--- config.mk ---
export PLATFORM = sky130hd
export DESIGN_NAME = cgol_board_memory
export DESIGN_NICKNAME = d
export VERILOG_FILES = /design/src/rtl/cgol_board_memory.sv
export SDC_FILE = /design/constraint.sdc
export NUM_CORES = 1
export LEC_CHECK = 0
export CAP_MARGIN = 30
export CELL_PAD_IN_SITES_DETAIL_PLACEMENT = 1
export CELL_PAD_IN_SITES_GLOBAL_PLACEMENT = 2
export CORE_ASPECT_RATIO = 1.5
export CORE_UTILIZATION = 39
export DETAILED_ROUTE_END_ITERATION = 12
export GPL_TIMING_DRIVEN = 0
export PLACE_DENSITY_LB_ADDON = 0.05
export SETUP_SLACK_MARGIN = 0.4
export SYNTH_ARGS = -nofsm -noshare
export SYNTH_HDL_FRONTEND = slang
export SYNTH_SLANG_ARGS = --single-unit
--- constraint.sdc ---
create_clock -name clk -period 2.55 [get_ports clk]
set_clock_uncertainty 0.1 [all_clocks]
set_input_delay 0.51 -clock clk [delete_from_list [all_inputs] [get_ports clk]]
set_output_delay 0.51 -clock clk [all_outputs]
set_load 0.005 [all_outputs]
--- src/rtl/cgol_board_memory.sv ---
// cgol_board_memory: double-buffered 8x8 Life board with display port and LFSR random fill
module cgol_board_memory #(
    parameter logic [63:0] INIT_PATTERN = 64'h0000_0000_0038_0000,
    parameter logic [7:0]  LFSR_SEED    = 8'hA5
) (
    input  logic        clk,
    input  logic        rst_n,
    input  logic [1:0]  memory_operation,
    input  logic [5:0]  memory_operation_address,
    input  logic        i_data,
    output logic        o_data,
    input  logic [5:0]  i_disp_addr,
    output logic        o_disp_data,
    input  logic        i_randomize,
    output logic        o_busy,
    output logic [15:0] o_generation
);
    localparam logic [1:0] OP_READ  = 2'b00;
    localparam logic [1:0] OP_WRITE = 2'b01;
    localparam logic [1:0] OP_SWAP  = 2'b10;
    // an all-zero seed would lock the LFSR, so it is replaced by 1
    localparam logic [7:0] SEED = (LFSR_SEED == 8'h00) ? 8'h01 : LFSR_SEED;

    typedef enum logic {IDLE, FILL} state_t;

    state_t      state_q;
    logic [63:0] cur_q, nxt_q;
    logic [7:0]  lfsr_q, lfsr_d;
    logic [5:0]  idx_q;
    logic        data_q, disp_q, busy_q;
    logic [15:0] gen_q;

    assign lfsr_d       = {lfsr_q[6:0], lfsr_q[7] ^ lfsr_q[5] ^ lfsr_q[4] ^ lfsr_q[3]};
    assign o_data       = data_q;
    assign o_disp_data  = disp_q;
    assign o_busy       = busy_q;
    assign o_generation = gen_q;

    // engine-side ops in IDLE; randomize wins and starts a 64-cycle fill of the current board
    always_ff @(posedge clk or negedge rst_n) begin
        if (!rst_n) begin
            state_q <= IDLE;
            cur_q   <= INIT_PATTERN;
            nxt_q   <= 64'd0;
            lfsr_q  <= SEED;
            idx_q   <= 6'd0;
            data_q  <= 1'b0;
            busy_q  <= 1'b0;
            gen_q   <= 16'd0;
        end else begin
            case (state_q)
                IDLE: begin
                    if (i_randomize) begin
                        nxt_q   <= 64'd0;
                        cur_q   <= 64'd0;
                        gen_q   <= 16'd0;
                        idx_q   <= 6'd0;
                        busy_q  <= 1'b1;
                        state_q <= FILL;
                    end else begin
                        case (memory_operation)
                            OP_READ:  data_q <= cur_q[memory_operation_address];
                            OP_WRITE: nxt_q[memory_operation_address] <= i_data;
                            OP_SWAP: begin
                                cur_q <= nxt_q;
                                nxt_q <= 64'd0;
                                gen_q <= gen_q + 16'd1;
                            end
                            default: ;
                        endcase
                    end
                end
                FILL: begin
                    cur_q[idx_q] <= lfsr_q[0];
                    lfsr_q       <= lfsr_d;
                    idx_q        <= idx_q + 6'd1;
                    if (idx_q == 6'd63) begin
                        busy_q  <= 1'b0;
                        state_q <= IDLE;
                    end
                end
                default: state_q <= IDLE;
            endcase
        end
    end

    // display read runs every cycle regardless of opcode or fill
    always_ff @(posedge clk or negedge rst_n) begin
        if (!rst_n) disp_q <= 1'b0;
        else        disp_q <= cur_q[i_disp_addr];
    end
endmodule

==> flow_metrics.env <==
export IMPL_status="complete, no violations"
export IMPL_global_route_wire_length_before_repair_um=59000
export IMPL_io_port_bufs=30
export IMPL_area_of_the_placeable_core_mm2=0.0225
export IMPL_finalMaxSlewViolations=0
export IMPL_yosys_most_used_dff="sky130_fd_sc_hd__dfrtp_1"
export IMPL_worstPathCellList="nand3_4 > or3_4 > or4_4 > or3_4 > a21oi_2"
export IMPL_cts_htree_levels=4
export IMPL_critical_path_peak_fanout=5
export IMPL_f_max_mhz=464
export IMPL_maxCapViolations=0
export IMPL_post_place_cells=1297
export IMPL_drt_iter0_markers=706
export IMPL_total_power_mw=10.2
export IMPL_report_final_setup_viol=0
export IMPL_insertedDiodeCount=0
export IMPL_cts_made_buffers=17
export IMPL_cts_tree="done"
export IMPL_synthCells=987
export IMPL_gpl_final_weighted_congestion=0.960
export IMPL_finalWorstPathRequiredPeriod_ns=2.15
export IMPL_synth_sequential_area_ratio=0.453
export IMPL_synthesized_flop_and_latch_total=162
export IMPL_synth_cell_types=61
export IMPL_timing_critical_path_required_ns=2.83
export IMPL_dpl_worst_slack_ns=-1.05
export IMPL_synth_warnings=0
export IMPL_io_pins=37
export IMPL_fp_dieH_um=188
export IMPL_clock_insertion_delay_at_the_later_pin_of_the_skew_report_ns=0.44
export IMPL_postRouteAntennaNets=0
export IMPL_critical_path_slowest_cell="sky130_fd_sc_hd__or4_4"
export IMPL_dpl_hpwl_um=28900
export IMPL_fin_crit_sh=0.845
export IMPL_worst_slack_setup_final_ns=0.395
export IMPL_grt_setup_unrepaired="yes"
export IMPL_layout_common_cells="153 x sky130_fd_sc_hd__dfrtp_1, 128 x sky130_fd_sc_hd__o21ai_0, 125 x sky130_fd_sc_hd__nand2_1"
export IMPL_sequentialPowerShare=0.382
export IMPL_fp_dieArea_mm2=0.0236
export IMPL_finalNetCount=1079
export IMPL_combinationalPowerShare=0.340
export IMPL_synth_edff_count=0
export IMPL_wire_per_inst_um=29.1
export IMPL_std_cell_rows=67
export IMPL_internal_power_mw=6.42
export IMPL_clockBufferDepth=2
export IMPL_layout_cells_non_filler=1348
export IMPL_grt_usage=0.348
export IMPL_timing_critical_path_mode_cell="sky130_fd_sc_hd__or3_4"
export IMPL_start_util=0.399
export IMPL_power_net_switching_mw=3.82
export IMPL_hold_violations=0
export IMPL_post_route_cells_drive_above_1_share=0.208
export IMPL_worst_ep_arrival_time_ns=2.43
export IMPL_global_route_overflow_total=0
export IMPL_mostFrequentLayoutCell="sky130_fd_sc_hd__dfrtp_1"
export IMPL_crit_path_max_incr_delay_ns=0.58
export IMPL_post_route_drc_count=0
export IMPL_cts_sinks=162
export IMPL_fillers=2551
export IMPL_critical_path_start_type="flop"
export IMPL_vdd_ir_drop_worst_mv=0.495
export IMPL_worstSetupEndpointType="flop"
export IMPL_grt_start_max_net_pins=87
export IMPL_synth_async_sr_flop_share=1.00
export IMPL_slew_limit_headroom=0.505
export IMPL_power_density_over_the_cells_mw_per_mm2=944
export IMPL_postSynthNetCount=1007
export IMPL_hold_class="flop to flop"
export IMPL_grt_pass1_vias=8857
export IMPL_die_width_um=126
export IMPL_type_of_the_worst_setup_path="flop to flop"
export IMPL_clk_pin_slew_worst_paths_ns=0.07
export IMPL_switching_share=0.373
export IMPL_finalWirelength_um=39200
export IMPL_dr_total_vias=8507
export IMPL_leakage_nw=4.25
export IMPL_area_growth_pct=21.0
export IMPL_antenna_found_initial=0
export IMPL_drt_vias_per_instance=6.31
export IMPL_firstDrtPassIters=5
export IMPL_multi_input_area_mm2=0.00475
export IMPL_sequential_cell_area_mm2=0.00407
export IMPL_root_buffer="sky130_fd_sc_hd__clkbuf_16"
export IMPL_post_synth_instance_area_mm2=0.00896
export IMPL_avgSynthCellArea_um2=9.08
export IMPL_worst_slew_pin_slew_ns=0.743
export IMPL_clockPowerShare=0.277
==> cells in the mapped netlist (all sizes together) (5+ instances only) <==
cell type / count / share of area
a211oi: 13 / 0.011
a21oi: 92 / 0.051
a31oi: 10 / 0.0070
a32o: 15 / 0.017
and2: 5 / 0.0035
and3: 6 / 0.0042
buf: 19 / 0.010
clkbuf: 65 / 0.027
dfrtp: 155 / 0.43
dfstp: 7 / 0.021
inv: 9 / 0.0038
mux2: 9 / 0.011
mux2i: 17 / 0.019
mux4: 27 / 0.068
nand2: 128 / 0.054
nand3: 22 / 0.013
nand3b: 6 / 0.0050
nor2: 78 / 0.033
nor2b: 6 / 0.0042
nor3: 40 / 0.022
nor4: 7 / 0.0056
o211ai: 32 / 0.027
o21ai: 129 / 0.072
o22ai: 5 / 0.0035
o31ai: 6 / 0.0050
or2: 11 / 0.0077
or3: 9 / 0.0070
xnor2: 10 / 0.0098
==> metrics by stage <==
step | TNS, ns | area, um^2 | hold slack [ns] | util
final | 0 | 10900 | 0.414 | 0.483
after global routing | 0 | 10900 | 0.443 | 0.483
after CTS | 0 | 10700 | 0.417 | 0.477
after detailed placement | -92.95 | 9690 | 0.402 | 0.431
after global placement | -1107.16 | 9630 | 0.385 | 0.429
after floorplan | 0 | 8990 | 0.114 | -
==> per-layer routing <==
layer,vias to the layer above,GRT usage,share of wire
met5,-,0,0
met4,0,0.218,0.068
met3,116,0.0573,0.055
met2,329,0.578,0.49
met1,4306,0.420,0.39
li1,3756,-,-
==> cell type report <==
class	count	share of cell area
sequential	162	0.375
inverter	9	0.00392
buffer	84	0.0462
clock buffer	20	0.0421
tap	276	0.0318
timing repair buffer	53	0.0469
clock inverter	12	0.0166
multi-input combinational	732	0.438
==> final timing paths <==
kind                            startpoint          endpoint  slack (ns)  depth (start not counted)
hold reg to reg                  lfsr_q[6]         lfsr_q[6]        0.41                          1
setup / recovery           o_generation[7]  o_generation[15]        0.40                          5
min in group asynchronous            rst_n  o_generation[13]        0.53                          2
max in group asynchronous            rst_n         cur_q[21]        0.86                          3
setup reg to reg           o_generation[7]  o_generation[15]        0.40                          5
hold / removal                   lfsr_q[6]         lfsr_q[6]        0.41                          1
==> power groups by stage <==
| stage | clock network, mW | logic, mW | registers (mW) |
|---|---|---|---|
| CTS | 2.87 | 3.35 | 3.89 |
| detailed placement | 0 | 3.14 | 3.92 |
| global route | 2.96 | 3.73 | 3.97 |
| floorplan | 0 | 2.12 | 3.65 |
| global placement | 0 | 3.07 | 3.89 |
| finish | 2.84 | 3.49 | 3.92 |
==> critical path, delay by kind of cell (launching register included) <==
family | cells | cell delay, ns
simple gates | 4 | 1.44
compound gates | 1 | 0.11
flops | 1 | 0.43
==> flip-flops by register name, summed over array words and instances, names as in the netlist, 6 cells and up <==
register / cells
cur_q: 64
idx_q: 6
nxt_q: 64
lfsr_q: 8
o_generation: 16
==> logic make-up after synthesis <==
logic type	synth area share
muxes	0.0981
buffers and inverters	0.0412
AOI/OAI and AO/OA	0.217
adders and majority gates	0.00279
and+or+nand+nor	0.175
xor gates and xnor gates	0.0127
DFF	0.453
==> timing repair <==
item,4_1_cts,5_1_grt
buffers inserted,13,5
pin swaps,6,7
gates resized for setup,110,53
hold endpoints to repair,75,0
endpoints found under the setup margin,153,112
hold buffers,1,0
No activity file was read; power rests on OpenSTA's default activity.
